$ cat src/rtl/text_scroller.sv
// Message buffer and right-to-left scroller feeding four 14-segment letter decoders.
// The message is shown through a 4-digit window over four leading blanks plus the message.
module text_scroller #(
  parameter int         DEPTH      = 16,
  parameter int         STEP_DIV   = 25000000,
  parameter logic [4:0] SPACE_CODE = 5'd27
) (
  input  logic       clk,
  input  logic       rst,
  input  logic       wr_valid,
  input  logic [4:0] wr_char,
  input  logic       wr_last,
  output logic       wr_ready,
  input  logic       pause,
  input  logic       stop,
  output logic       busy,
  output logic [4:0] digit3,
  output logic [4:0] digit2,
  output logic [4:0] digit1,
  output logic [4:0] digit0,
  output logic       wrap_pulse
);
  localparam int AW = $clog2(DEPTH);
  localparam int PW = $clog2(DEPTH + 4) + 1;
  localparam int CW = (STEP_DIV > 1) ? $clog2(STEP_DIV) : 1;

  typedef enum logic {IDLE, RUN} state_t;

  state_t             state;
  logic [AW:0]        len;
  logic [PW-1:0]      pos;
  logic [PW-1:0]      vlen;
  logic [CW-1:0]      cnt;
  logic [4:0]         mem [DEPTH];
  logic [3:0][4:0]    win;
  logic [3:0][4:0]    digits;
  logic               tick;
  logic               wr_en;

  assign wr_ready = (state == IDLE);
  assign busy     = (state == RUN);
  assign vlen     = PW'(len) + PW'(4);
  assign tick     = busy && !pause && (cnt == CW'(STEP_DIV - 1));
  assign wr_en    = wr_ready && wr_valid && !stop;

  assign digit3 = digits[3];
  assign digit2 = digits[2];
  assign digit1 = digits[1];
  assign digit0 = digits[0];

  always_ff @(posedge clk)
    if (!rst && wr_en) mem[len[AW-1:0]] <= wr_char;

  // Window slot k shows stream index (pos+k) mod L; pos < L and k <= 3 < L, so one wrap suffices.
  always_comb begin
    logic [PW-1:0] idx;
    win = '0;
    for (int k = 0; k < 4; k++) begin
      idx = pos + PW'(k);
      if (idx >= vlen) idx = idx - vlen;
      if (idx < PW'(4)) win[3-k] = SPACE_CODE;
      else              win[3-k] = mem[AW'(idx - PW'(4))];
    end
  end

  always_ff @(posedge clk) begin
    if (rst) begin
      state      <= IDLE;
      len        <= '0;
      pos        <= '0;
      cnt        <= '0;
      digits     <= {4{SPACE_CODE}};
      wrap_pulse <= 1'b0;
    end else begin
      wrap_pulse <= 1'b0;
      digits     <= (state == RUN) ? win : {4{SPACE_CODE}};
      case (state)
        IDLE: begin
          if (stop) begin
            len <= '0;
          end else if (wr_valid) begin
            len <= len + 1'b1;
            // The DEPTH-th character is forced final so the buffer cannot overflow.
            if (wr_last || len == (AW+1)'(DEPTH - 1)) begin
              state <= RUN;
              pos   <= '0;
              cnt   <= '0;
            end
          end
        end
        RUN: begin
          if (stop) begin
            state <= IDLE;
            len   <= '0;
            pos   <= '0;
            cnt   <= '0;
          end else if (!pause) begin
            if (tick) begin
              cnt <= '0;
              if (pos == vlen - PW'(1)) begin
                pos        <= '0;
                wrap_pulse <= 1'b1;
              end else begin
                pos <= pos + 1'b1;
              end
            end else begin
              cnt <= cnt + 1'b1;
            end
          end
        end
        default: state <= IDLE;
      endcase
    end
  end
endmodule
$ cat config.mk
export PLATFORM = sky130hd
export DESIGN_NAME = text_scroller
export DESIGN_NICKNAME = d
export VERILOG_FILES = /design/src/rtl/text_scroller.sv
export SDC_FILE = /design/constraint.sdc
export NUM_CORES = 1
export LEC_CHECK = 0
export CAP_MARGIN = 10
export CELL_PAD_IN_SITES_DETAIL_PLACEMENT = 1
export CELL_PAD_IN_SITES_GLOBAL_PLACEMENT = 1
export CORE_MARGIN = 2
export CORE_UTILIZATION = 53
export DETAILED_ROUTE_END_ITERATION = 7
export PLACE_DENSITY = 0.83
export SYNTH_ARGS = -nofsm -noshare
export SYNTH_HDL_FRONTEND = slang
export SYNTH_SLANG_ARGS = --single-unit
$ cat constraint.sdc
create_clock -name clk -period 11 [get_ports clk]
set_input_delay 2.2 -clock clk [delete_from_list [all_inputs] [get_ports clk]]
set_output_delay 2.2 -clock clk [all_outputs]
set_load 0.03 [all_outputs]
# After elaboration in Yosys (flattened, before gate mapping)
# Memories as Yosys holds them, arrays and structs flattened. A register that Yosys moved wholly into a read port is not among the register bits.
# Index checks and enable logic that the tools add are counted.
[word_totals]
ram_bits = 80
mem_bits_ro = 0
in_bits = 11
out_inout_bits = 23
reg_bits = 38
memories = 1
latch_bits = 0
wordCells = 89
[op_classes]
mux = 31
div = 0
reduce_logical = 17
n_eq_ne = 10
addsub = 15
order_cmp = 8
shifts = 0
bitwise = 2
n_mul = 0
[mem_list]
columns = ["memory", "words", "word_bits", "read_ports", "rd_clocked_by_memory_dff", "wr", "line_no", "source"]
rows = [
  ["mem", 16, 5, 4, 4, 1, "34", "logic [4:0] mem [DEPTH];"],
]
[ops]
columns = ["operator", "n"]
rows = [
  ["$mux W25", 6],
  ["$mux W6", 11],
  ["$pmux W25 S2", 1],
  ["$add A25 B1 Y25 const B", 1],
  ["$eq A25 B25 Y1 const B", 1],
  ["$ge A6 B6 Y1", 4],
  ["$lt A6 B3 Y1 const B", 4],
  ["$sub A6 B6 Y6", 4],
  ["$sub A4 B3 Y4 const B", 4],
  ["$mux W5", 3],
  ["$add A6 B2 Y6 const B", 2],
  ["$pmux W6 S2", 1],
  ["$reduce_or A3 Y1", 4],
  ["$pmux W5 S2", 1],
  ["$mux W1", 7],
  ["$add A5 B3 Y6 const B", 1],
  ["$add A6 B1 Y6 const B", 1],
  ["$eq A6 B6 Y1", 1],
  ["$ne A2 B2 Y1 const B", 3],
  ["$ne A3 B2 Y1 const B", 2],
  ["$sub A6 B1 Y6 const B", 1],
  ["$add A5 B1 Y5 const B", 1],
  ["$eq A5 B4 Y1 const B", 1],
  ["$logic_and A1 B1 Y1", 5],
  ["10 further kinds", 13],
]

# Depth between registers and ports, before layout
# Gate-level depths: netlist (run 1).
[logic_depth]
ltp_word = 8
ltp_mapped = 18
mapped_depth_nobuf = 18

# Worst setup path after synthesis (run 1)
# No wires, ideal clock.
[synth_timing]
path_type = "input port to flip-flop"
startpoint = "input stop"
endpoint = "register cnt[21]"
t_required_ps = 10930
n_path_buf = 0
arrival_time_ps = 4022
path_stages = 8
path_slack_ps = 6908
path_cell_list = "or2_2 o2bb2ai_1 nand4_1 nor2_1 and2_1 nand3_1 or3_1 a21oi_1"
[synth_between]
elab_chain_len = 2
[synth_rtl]
columns = ["item", "line_no", "source"]
rows = [
  ["start: declaration", "15", "input logic stop,"],
  ["$ne A3 B3 Y1 (no line), or another cell as far along", "n/a", ""],
  ["$reduce_and A4 Y1 (no line) / $pmux W25 S2 (equally long branches)", "n/a", ""],
  ["end signal: assignment", "107", "cnt <= cnt + 1'b1;"],
  ["end: declaration", "33", "logic [CW-1:0] cnt;"],
]
# Parallel ways exist; a longest one is shown, timed or not.
# A chain may end at the register's enable or synchronous reset.

# Worst setup path after layout (run 1)
[layout_timing]
startpoint = "register pos[0]"
endpoint = "register digits (netlist bit digit0[3]), read port of mem"
[layout_between]
elab_chain_len = 5
[layout_rtl]
columns = ["item", "line_no", "source"]
rows = [
  ["start: declaration", "31", "logic [PW-1:0] pos;"],
  ["start signal: assignment", "104", "pos <= pos + 1'b1;"],
  ["$add A6 B2 Y6 (*)", "59", "idx = pos + PW'(k);"],
  ["$sub A6 B6 Y6 / $ge A6 B6 Y1 (equally long branches)", "60", "if (idx >= vlen) idx = idx - vlen;"],
  ["$mux W6 (*)", "60", ""],
  ["$lt A6 B3 Y1", "61", "if (idx < PW'(4)) win[3-k] = SPACE_CODE;"],
  ["$reduce_or A3 Y1 (no line)", "n/a", ""],
  ["end: declaration", "36", "logic [3:0][4:0] digits;"],
]
# Every way passes the cells marked *; elsewhere a longest branch is shown, timed or not.

==> results of run 1 <==
[placed cells by master (no fill, tap or decap), drive strengths merged, types with 5 or more instances in the layout]
master and n:
edfxtp 80, or2 8, clkdlybuf4s50 33, mux4 49, nand2b 12, o21ai 21
mux2i 21, and3 20, inv 31, nand2 126, nor2b 12, clkbuf 17
dfxtp 58, nor4 6, xnor2 22, buf 9, o22ai 5, a22oi 34
nor2 58, a21oi 69, a31oi 7, nand3b 5, nand3 53, nand4 13
ha 42, nor3 8, xor2 28
[state kept, by name, indices dropped and copies added, names as in the netlist]
name,count
cnt,25
len,5
digit2,5
pos,6
wrap_pulse,1
digit0,5
digit3,5
mem,80
busy,1
digit1,5
[cell type report]
class                           count  share of cell area, %
Sequential cell                   138                   35.0
Tap cell                          220                   2.71
Clock inverter                     15                   1.51
Multi-Input combinational cell    685                   51.7
Antenna cell                        2                 0.0492
Inverter                           21                  0.775
Clock buffer                       17                   4.18
Timing Repair Buffer               42                   3.99
[worst max-delay path: cells and delay by family, from the launching register on]
| kind | cells | cell delay [ns] |
|---|---|---|
| AND/OR/NAND/NOR | 4 | 0.77 |
| XOR/XNOR | 1 | 0.27 |
| flip-flops | 1 | 0.59 |
| adder cells (fa/ha/maj) | 3 | 0.94 |
| buffers and inverters | 2 | 0.38 |
| AO/OA/AOI/OAI | 5 | 2.09 |
[final timing paths]
path | from | end | slack [ns]
worst max-delay path | pos[0] | digit0[3] | 5.81
worst min-delay path | cnt[5] | cnt[5] | 0.53
worst max register to register | pos[0] | digit0[3] | 5.81
worst min register to register | cnt[5] | cnt[5] | 0.53
[per-layer routing]
layer  part of all wire (%)  GRT usage [%]
met1                     38           45.2
met2                     47           56.7
met3                     11           9.98
met4                    4.5           14.5
met5                      0              0
[logic make-up (layout without fill, tap and decap cells)]
logic type	after synthesis	in the layout	synth area share (%)
buffers and inverters	63	95	2.94
xor gates and xnor gates	50	50	4.85
AOI/OAI and AO/OA	168	168	12.1
and+or+nand+nor	347	347	18.7
adders and majority gates	46	46	6.71
DFF	138	138	39.5
other	0	2	0
muxes	74	74	15.2
[metrics by stage]
step / cells / power, mW / hold WS, ns / utilization, %
2_1_floorplan: 886 / 0.577 / 0.449 / -
3_3_place_gp: 1105 / 0.593 / 0.469 / 57.5
3_5_place_dp: 1105 / 0.595 / 0.503 / 57.5
4_1_cts: 1137 / 1.16 / 0.534 / 61.0
5_1_grt: 1138 / 1.19 / 0.564 / 61.1
6_report: 1140 / 1.16 / 0.529 / 61.1
[report_power, final]
| group | internal, mW | leakage (nW) | switching, mW | total, mW |
|---|---|---|---|---|
| clock network | 0.321 | 0.287 | 0.258 | 0.579 |
| registers | 0.547 | 1.19 | 0.00285 | 0.550 |
| logic | 0.0114 | 2.18 | 0.0240 | 0.0353 |
[synth_stat cells (all sizes together), types with 4 or more instances]
cell	instances
a21oi	69
nand4	13
or3	4
nand2	126
mux2i	21
nor4b	4
a31oi	7
mux2	4
nor4	6
dfxtp	58
and3	20
xor2	28
buf	11
mux4	49
o22ai	5
inv	21
or2	8
ha	42
clkbuf	31
xnor2	22
nor2	58
nand3	53
o21ai	21
nand3b	5
a22oi	34
nor3	8
edfxtp	80
fa	4
nor2b	12
and2	4
nand2b	12
==> results.json, run 1 <==
{
  "hpwl_microns": 21300,
  "cp_slowest_cell": "dfxtp_1",
  "worstSetupPathType": "flop to flop",
  "overflow": 0,
  "postCtsSetupRepairBufs": 0,
  "syn-cell-area_sq_um": 9030,
  "vias": 7958,
  "crit_path_cell_trace": "inv_1, ha_1, xnor2_1, ha_1, or2_1, o311ai_1, a21oi_2, o21ai_0, ha_1, inv_1, nor4_1, a311oi_1, nand3_1, a21oi_1, nor4_1",
  "cp_max_fo": 10,
  "setup_ws_ns": 5.81,
  "max_slew_margin_pct": 27.6,
  "setup_viol": 0,
  "finalCritPeriodShare_pct": 47.2,
  "fin_crit_ns": 5.19,
  "hold_class": "flop to flop",
  "fin_setup_tns_ns": 0,
  "ys_seq_elements": 138,
  "cpMostUsedCell": "ha_1",
  "yosysSeqAreaShare_pct": 39.5,
  "powerDensity_nw_per_um2": 114,
  "grt_pass1_vias": 7944,
  "netlist_instances": 886,
  "final_net_count": 962,
  "htreeDepth": 4,
  "avgSynthCellArea_sq_um": 10.2,
  "first_pass_iters": 5,
  "gp_congestion": 0.982,
  "portBuffers": 33,
  "cts_sinks": 138,
  "fill_cells": 1763,
  "wl_microns": 31200,
  "cts_hold_buf": 0,
  "clkSlewWorstSetupHoldPaths_ns": 0.07,
  "core_sq_um": 16600,
  "finalHoldViolCount": 0,
  "crit_required_ns": 11.30,
  "synth_area_leaders": "edfxtp_1 (27%), dfxtp_1 (13%), mux4_2 (12%)",
  "clock_path_buffers": 2,
  "cts-root-buf": "clkbuf_16",
  "grt_usage_pct": 35.3,
  "syn_nets": 943,
  "rsz0062_at_grt": "no",
  "crit_path_max_incr_delay_ns": 0.59,
  "place_area_sq_um": 9570,
  "grt_first_pass_wirelength_microns": 47600,
  "start_util_pct": 54.3,
  "synth-edff-count": 80,
  "wl_per_cell_microns": 27.4,
  "register_area_sq_um": 3560,
  "fp-row-count": 47,
  "synth_top_cell_by_area": "edfxtp_1",
  "synth-main-ff-cell": "edfxtp_1",
  "cts_tree": "yes",
  "skew_ns": 0.0144,
  "min_path_cells": 2,
  "drc": 0,
  "fin_area_sq_um": 10200,
  "max_freq_mhz": 193,
  "clk_latency_ns": 0.44,
  "reg2regPathDepth": 15,
  "grt_start_max_net_pins": 41,
  "die_w_microns": 135,
  "grt_antenna_before_repair": 1,
  "yosysTopAreaCellShare_pct": 26.6,
  "drv_cap": 0,
  "fp.dieH_microns": 135,
  "area_delta_synth_final_pct": 12.6,
  "drtIter0Drc": 1033,
  "cp-start-kind": "flop",
  "yosys.cell_types.count": 73,
  "multi_input_area_sq_um": 5260,
  "tightest_slew_ns": 1.06,
  "finalMaxSlewViolations": 0,
  "worstPathArrival_ns": 5.49,
  "design.die.area_sq_um": 18100,
  "end_kind": "flop",
  "place_ws_ns": 5.89,
  "yosysWarnings": 0,
  "p_leak_nw": 3.65,
  "status": "finished, final reports clean",
  "layout-drive-gt1-share_pct": 12.4,
  "io_pins": 34,
  "vias_per_cell": 6.98,
  "post_cts_resized": 0,
  "numCtsBuffers": 17,
  "irDropWorstVdd_mv": 0.142,
  "ant_nets": 0,
  "async_flop_share_pct": 0
}
Power figures use the tool's default switching activity.
==> inputs of run 2 (changes only) <==
--- a/config.mk
+++ b/config.mk
@@ -9,9 +9,9 @@
 export CELL_PAD_IN_SITES_DETAIL_PLACEMENT = 1
 export CELL_PAD_IN_SITES_GLOBAL_PLACEMENT = 1
 export CORE_MARGIN = 2
-export CORE_UTILIZATION = 53
+export CORE_UTILIZATION = 49
 export DETAILED_ROUTE_END_ITERATION = 7
-export PLACE_DENSITY = 0.83
+export PLACE_DENSITY = 0.77
 export SYNTH_ARGS = -nofsm -noshare
 export SYNTH_HDL_FRONTEND = slang
 export SYNTH_SLANG_ARGS = --single-unit
==> constraint.sdc (replaced) <==
create_clock -name clk -period 5.3 [get_ports clk]
set_input_delay 1.06 -clock clk [delete_from_list [all_inputs] [get_ports clk]]
set_output_delay 1.06 -clock clk [all_outputs]
set_load 0.03 [all_outputs]
==> run 2 against run 1 <==
  * Highest routed layer unchanged
  * Fmax increased by 7.7%
  * Sequential cell count unchanged
  * Largest cell class unchanged
  * Combinational power increased by 100%
  * Wire length decreased by 0.63%
  * Non-clock buffer count increased by 7
  * Die area increased by 7.9%
  * Final area increased by 0.50%
  * Via count decreased by 2.3%
  * First-iteration DRC count decreased by 16%
  * Cell count increased by 1.2%
  * Setup slack got worse by 5.3 ns
  * Register-to-register slack got worse by 5.3 ns
  * Largest power group unchanged
==> results.json, run 2 (synthesized netlist as in run 1, its figures left out) <==
{
  "status": "finished, final reports clean",
  "core_sq_um": 18000,
  "powerDensity_nw_per_um2": 235,
  "crit_required_ns": 5.60,
  "fp-row-count": 49,
  "design.die.area_sq_um": 19500,
  "setup_viol": 0,
  "crit_path_max_incr_delay_ns": 0.56,
  "hold_class": "flop to flop",
  "p_int_mw": 1.82,
  "wl_microns": 31000,
  "finalCritPeriodShare_pct": 90.9,
  "io_pins": 34,
  "fin_area_sq_um": 10200,
  "hpwl_microns": 22200,
  "largest_register_ffs": 80,
  "grt_pass1_vias": 7802,
  "rsz0062_at_grt": "no",
  "irDropWorstVdd_mv": 0.283,
  "drtIter0Drc": 872,
  "htreeDepth": 4,
  "area_delta_synth_final_pct": 13.2,
  "grt_start_max_net_pins": 41,
  "clkSlewWorstSetupHoldPaths_ns": 0.07,
  "swShare_pct": 24.1,
  "cts_sinks": 138,
  "cp_slowest_cell": "dfxtp_1",
  "cts_tree": "yes",
  "grt_antenna_before_repair": 0,
  "place_area_sq_um": 9620,
  "comb_power_share_pct": 2.9,
  "seqPwrFrac_pct": 47.5,
  "diodes": 0,
  "final_net_count": 969,
  "cp_max_fo": 10,
  "final_cell_mix": "nand2_1 (126), edfxtp_1 (80), a21oi_1 (65)",
  "holdWs_ns": 0.491,
  "wl_per_cell_microns": 26.9,
  "worstSetupPathType": "flop to flop",
  "end_kind": "flop",
  "post_cts_resized": 0,
  "layout-drive-gt1-share_pct": 12.9,
  "tightest_slew_ns": 0.957,
  "vias": 7776,
  "fp.dieH_microns": 140,
  "crit_path_cell_trace": "inv_1, ha_1, inv_1, fa_1, o311ai_1, a21oi_4, nand2_1, o21ai_1, ha_1, inv_1, nor4_1, a311oi_2, nand3b_1, a21oi_1, nor4_1",
  "cpMostUsedCell": "inv_1",
  "fill_cells": 2008,
  "start_util_pct": 50.1,
  "power_switching_mw": 0.580,
  "worstPathArrival_ns": 5.12,
  "gp_congestion": 0.965,
  "multi_input_area_sq_um": 5260,
  "register_area_sq_um": 3560,
  "grt_usage_pct": 32.1,
  "power_frac_clock_pct": 49.6,
  "crit_buf_inv": 3,
  "vias_per_cell": 6.74,
  "max_freq_mhz": 208,
  "postCtsSetupRepairBufs": 0,
  "skew_ns": 0.00949,
  "p_leak_nw": 3.67,
  "numCtsBuffers": 17,
  "cts-root-buf": "clkbuf_16",
  "grt_first_pass_wirelength_microns": 47900,
  "ant_nets": 0,
  "clock_path_buffers": 2,
  "drc": 0,
  "max_slew_margin_pct": 36.2,
  "clk_latency_ns": 0.44,
  "die_w_microns": 140,
  "finalMaxSlewViolations": 0,
  "fin_crit_ns": 4.82,
  "path_delay_family": "compound AO/OA/AOI/OAI gates",
  "portBuffers": 33,
  "drv_cap": 0,
  "cp-start-kind": "flop",
  "first_pass_iters": 7,
  "cts_hold_buf": 0,
  "finalHoldViolCount": 0,
  "final_common_cell": "nand2_1",
  "overflow": 0,
  "fin_setup_tns_ns": 0
}
==> run 2: cell types whose count changed in the layout (fill, tap and decap cells not counted), moves of 2 or more <==
cell | before | now
clkinv_2 | 2 | 0
a21oi_2 | 3 | 1
clkinvlp_4 | 1 | 4
diode_2 | 2 | 0
buf_4 | 8 | 16
==> run 2: routing by layer <==
metal | vias up | part of all wire (%) | GRT usage [%]
li1 | 3372 | - | -
met1 | 3926 | 41 | 43.4
met2 | 416 | 47 | 51.6
met3 | 62 | 8.8 | 7.05
met4 | 0 | 3.0 | 11.1
met5 | - | 0 | 0
==> run 2: layout make-up <==
class	count	area share, %
repair buffers	49	4.41
well taps	229	2.80
inverters	21	0.771
clock inverters	15	1.54
flip-flops and latches	138	34.9
clock buffers	17	4.16
multi-input cells	685	51.4
==> run 2: through the flow <==
step                utilization, %  setup WS (ns)  std cells  total power [mW]
floorplan                        -           1.30        886              1.20
global placement              53.4          0.410       1122              1.23
detailed placement            53.4          0.241       1122              1.23
CTS                           56.6          0.205       1154              2.40
global route                  56.7          0.175       1154              2.46
finish                        56.7          0.482       1154              2.40
==> run 2: final timing paths <==
kind / startpoint / to / slack [ns] / depth (start not counted)
hold reg to reg: cnt[1] / cnt[1] / 0.49 / 2
setup reg to reg: pos[0] / digit0[0] / 0.48 / 15
setup / recovery: pos[0] / digit0[0] / 0.48 / 15
hold / removal: cnt[1] / cnt[1] / 0.49 / 2
==> run 2: tightest hold or removal path, cell delays in order (launching register included) <==
cell     delay [ns]
dfxtp_1        0.33
nand2_1        0.06
a21oi_1        0.05
==> run 2: power groups by stage <==
stage	Clock (mW)	Sequential [mW]	Combinational, mW
6_report	1.19	1.14	0.0706
2_1_floorplan	0	1.16	0.0362
4_1_cts	1.19	1.14	0.0697
3_3_place_gp	0	1.16	0.0659
3_5_place_dp	0	1.16	0.0693
5_1_grt	1.25	1.14	0.0764
==> RTL edit, RTL diff (flow settings as in run 2) <==
Make the reset (`rst`) asynchronous in one clocked block.
--- a/src/rtl/text_scroller.sv
+++ b/src/rtl/text_scroller.sv
@@ -64,5 +64,5 @@
   end
 
-  always_ff @(posedge clk) begin
+  always_ff @(posedge clk or posedge rst) begin
     if (rst) begin
       state      <= IDLE;
Function: differs if rst is asserted again (counterexample within 4 cycles, from zero or initial values and one cycle with rst high); with rst held inactive, the same outputs for 4 cycles.
==> RTL edit against run 2 <==
Area after synthesis rose by 5.0%. Sequential cell count did not move. Wire length rose by 8.9%. Design area rose by 5.5%. Worst setup slack got worse by 0.032 ns. Worst hold slack improved by 0.048 ns.
Power is not compared: it rests on default switching activity, and its combinational part moved more than twofold at a synthesized area within 25%.
==> RTL edit: results (changes against run 2) <==
[outcome]
status=finished, final reports clean

[placed_design]
place_congestion=0.969  ; +0.44%
placed_cell_area_um2=10200  ; +6.2%
dp_hpwl_um=24600  ; +11%

[clocking]
htree_num_levels=4  ; unchanged
cts_resized=0  ; unchanged

[cells_and_area]
nets=1056  ; +9.0%
drive_above_1_share_pct=9.27  ; -3.6 points
largest_register_ffs=80  ; unchanged

[logic_synthesis]
ys_seq_area_share_pct=40.8  ; +1.4 points
synth_area_per_cell_um2=9.84  ; -3.5%
synthTopCellsByCount=mux2i_1, nand2_1, edfxtp_1
yosysUniqueCellTypes=67  ; -8.2%
syn_nets=1019  ; +8.1%
synthArstFlopShare_pct=42.0  ; +42 points
synth.top_cells.by_area=edfxtp_1, mux2i_1, dfrtp_1

[critical_path]
cpMaxStageDelayCell=dfrtp_1
r2r_cells=15  ; unchanged
r2r_end=digit2[2]$_DFF_PP0_
reg2reg_from=pos[0]$_DFFE_PP0P_
critical_path_arrival_ns=5.17  ; +0.05 ns
critical_path.top_delay_family=adder cells
cpPeakStageDelay_ns=0.70  ; +0.14 ns

[sta]
fin_worst_skew_ns=0.00960  ; +0.000115 ns
worstMarginPinSlew_ns=0.903  ; -0.0535 ns
worst_hold_slack_ns=0.539  ; +0.0483 ns

[detailed_routing]
drtIter0Drc=768  ; -12%
firstDrtPassIters=5  ; -2
vias=8260  ; +6.2%
routed_wl_um=33800  ; +8.9%
drt-wirelength-per-cell_um=26.5  ; -1.3%

[grt]
antenna_found_initial=1  ; +1
grt_use_total_pct=34.3  ; +2.2 points
grt_pass1_wl_um=51500  ; +7.6%

[worst_hold_path]
holdPathEnd=cnt[13]$_DFFE_PP0P_
hp-start=cnt[13]$_DFFE_PP0P_

[RTL edit: cell count changes after synthesis, moves of 21 or more]
| cell | run 2 | this run |
|---|---|---|
| mux2i_1 | 20 | 133 |
| dfxtp_1 | 58 | 0 |
| mux4_2 | 48 | 0 |
| dfrtp_1 | 0 | 42 |
| a22oi_1 | 34 | 0 |
| inv_1 | 21 | 42 |
[RTL edit: final cells by class]
| type | instances | area [um^2] |
|---|---|---|
| inverters | 46 | 173 |
| repair buffers | 57 | 536 |
| multi-input cells | 741 | 5320 |
| flip-flops and latches | 138 | 3870 |
| well taps | 260 | 325 |
| fillers | 2101 | 8050 |
| clock inverters | 13 | 121 |
| clock buffers | 19 | 433 |
[RTL edit: tightest hold or removal path, delay by kind of cell, from the launching register on]
| family | cells | cell delay (ns) |
|---|---|---|
| AND/OR/NAND/NOR | 1 | 0.07 |
| flip-flops | 1 | 0.36 |
| XOR/XNOR | 1 | 0.07 |
[RTL edit: power by group through the flow]
stage	logic [uW]	clock network (uW)	registers, uW
floorplan	98.9	0	1180
global placement	163	0	1180
detailed placement	168	0	1180
CTS	170	1170	1160
global route	187	1200	1160
finish	173	1160	1160
[RTL edit: cells by family (layout without fill, tap and decap cells)]
group / count (synthesis) / after routing / synth area share [%]
DFF: 138 / 138 / 40.8
xor gates and xnor gates: 57 / 57 / 5.26
adders and majority gates: 44 / 44 / 6.12
muxes: 139 / 139 / 14.9
buffers and inverters: 85 / 135 / 3.59
and+or+nand+nor: 318 / 318 / 15.6
AOI/OAI and AO/OA: 183 / 183 / 13.7
[RTL edit: metal layers]
metal  wire (um)  up-vias  GRT usage [%]
li1            -     3665              -
met1       14600     4207           46.3
met2       15400      330           53.5
met3        2830       58           9.15
met4         911        0           11.7
met5           0        -              0
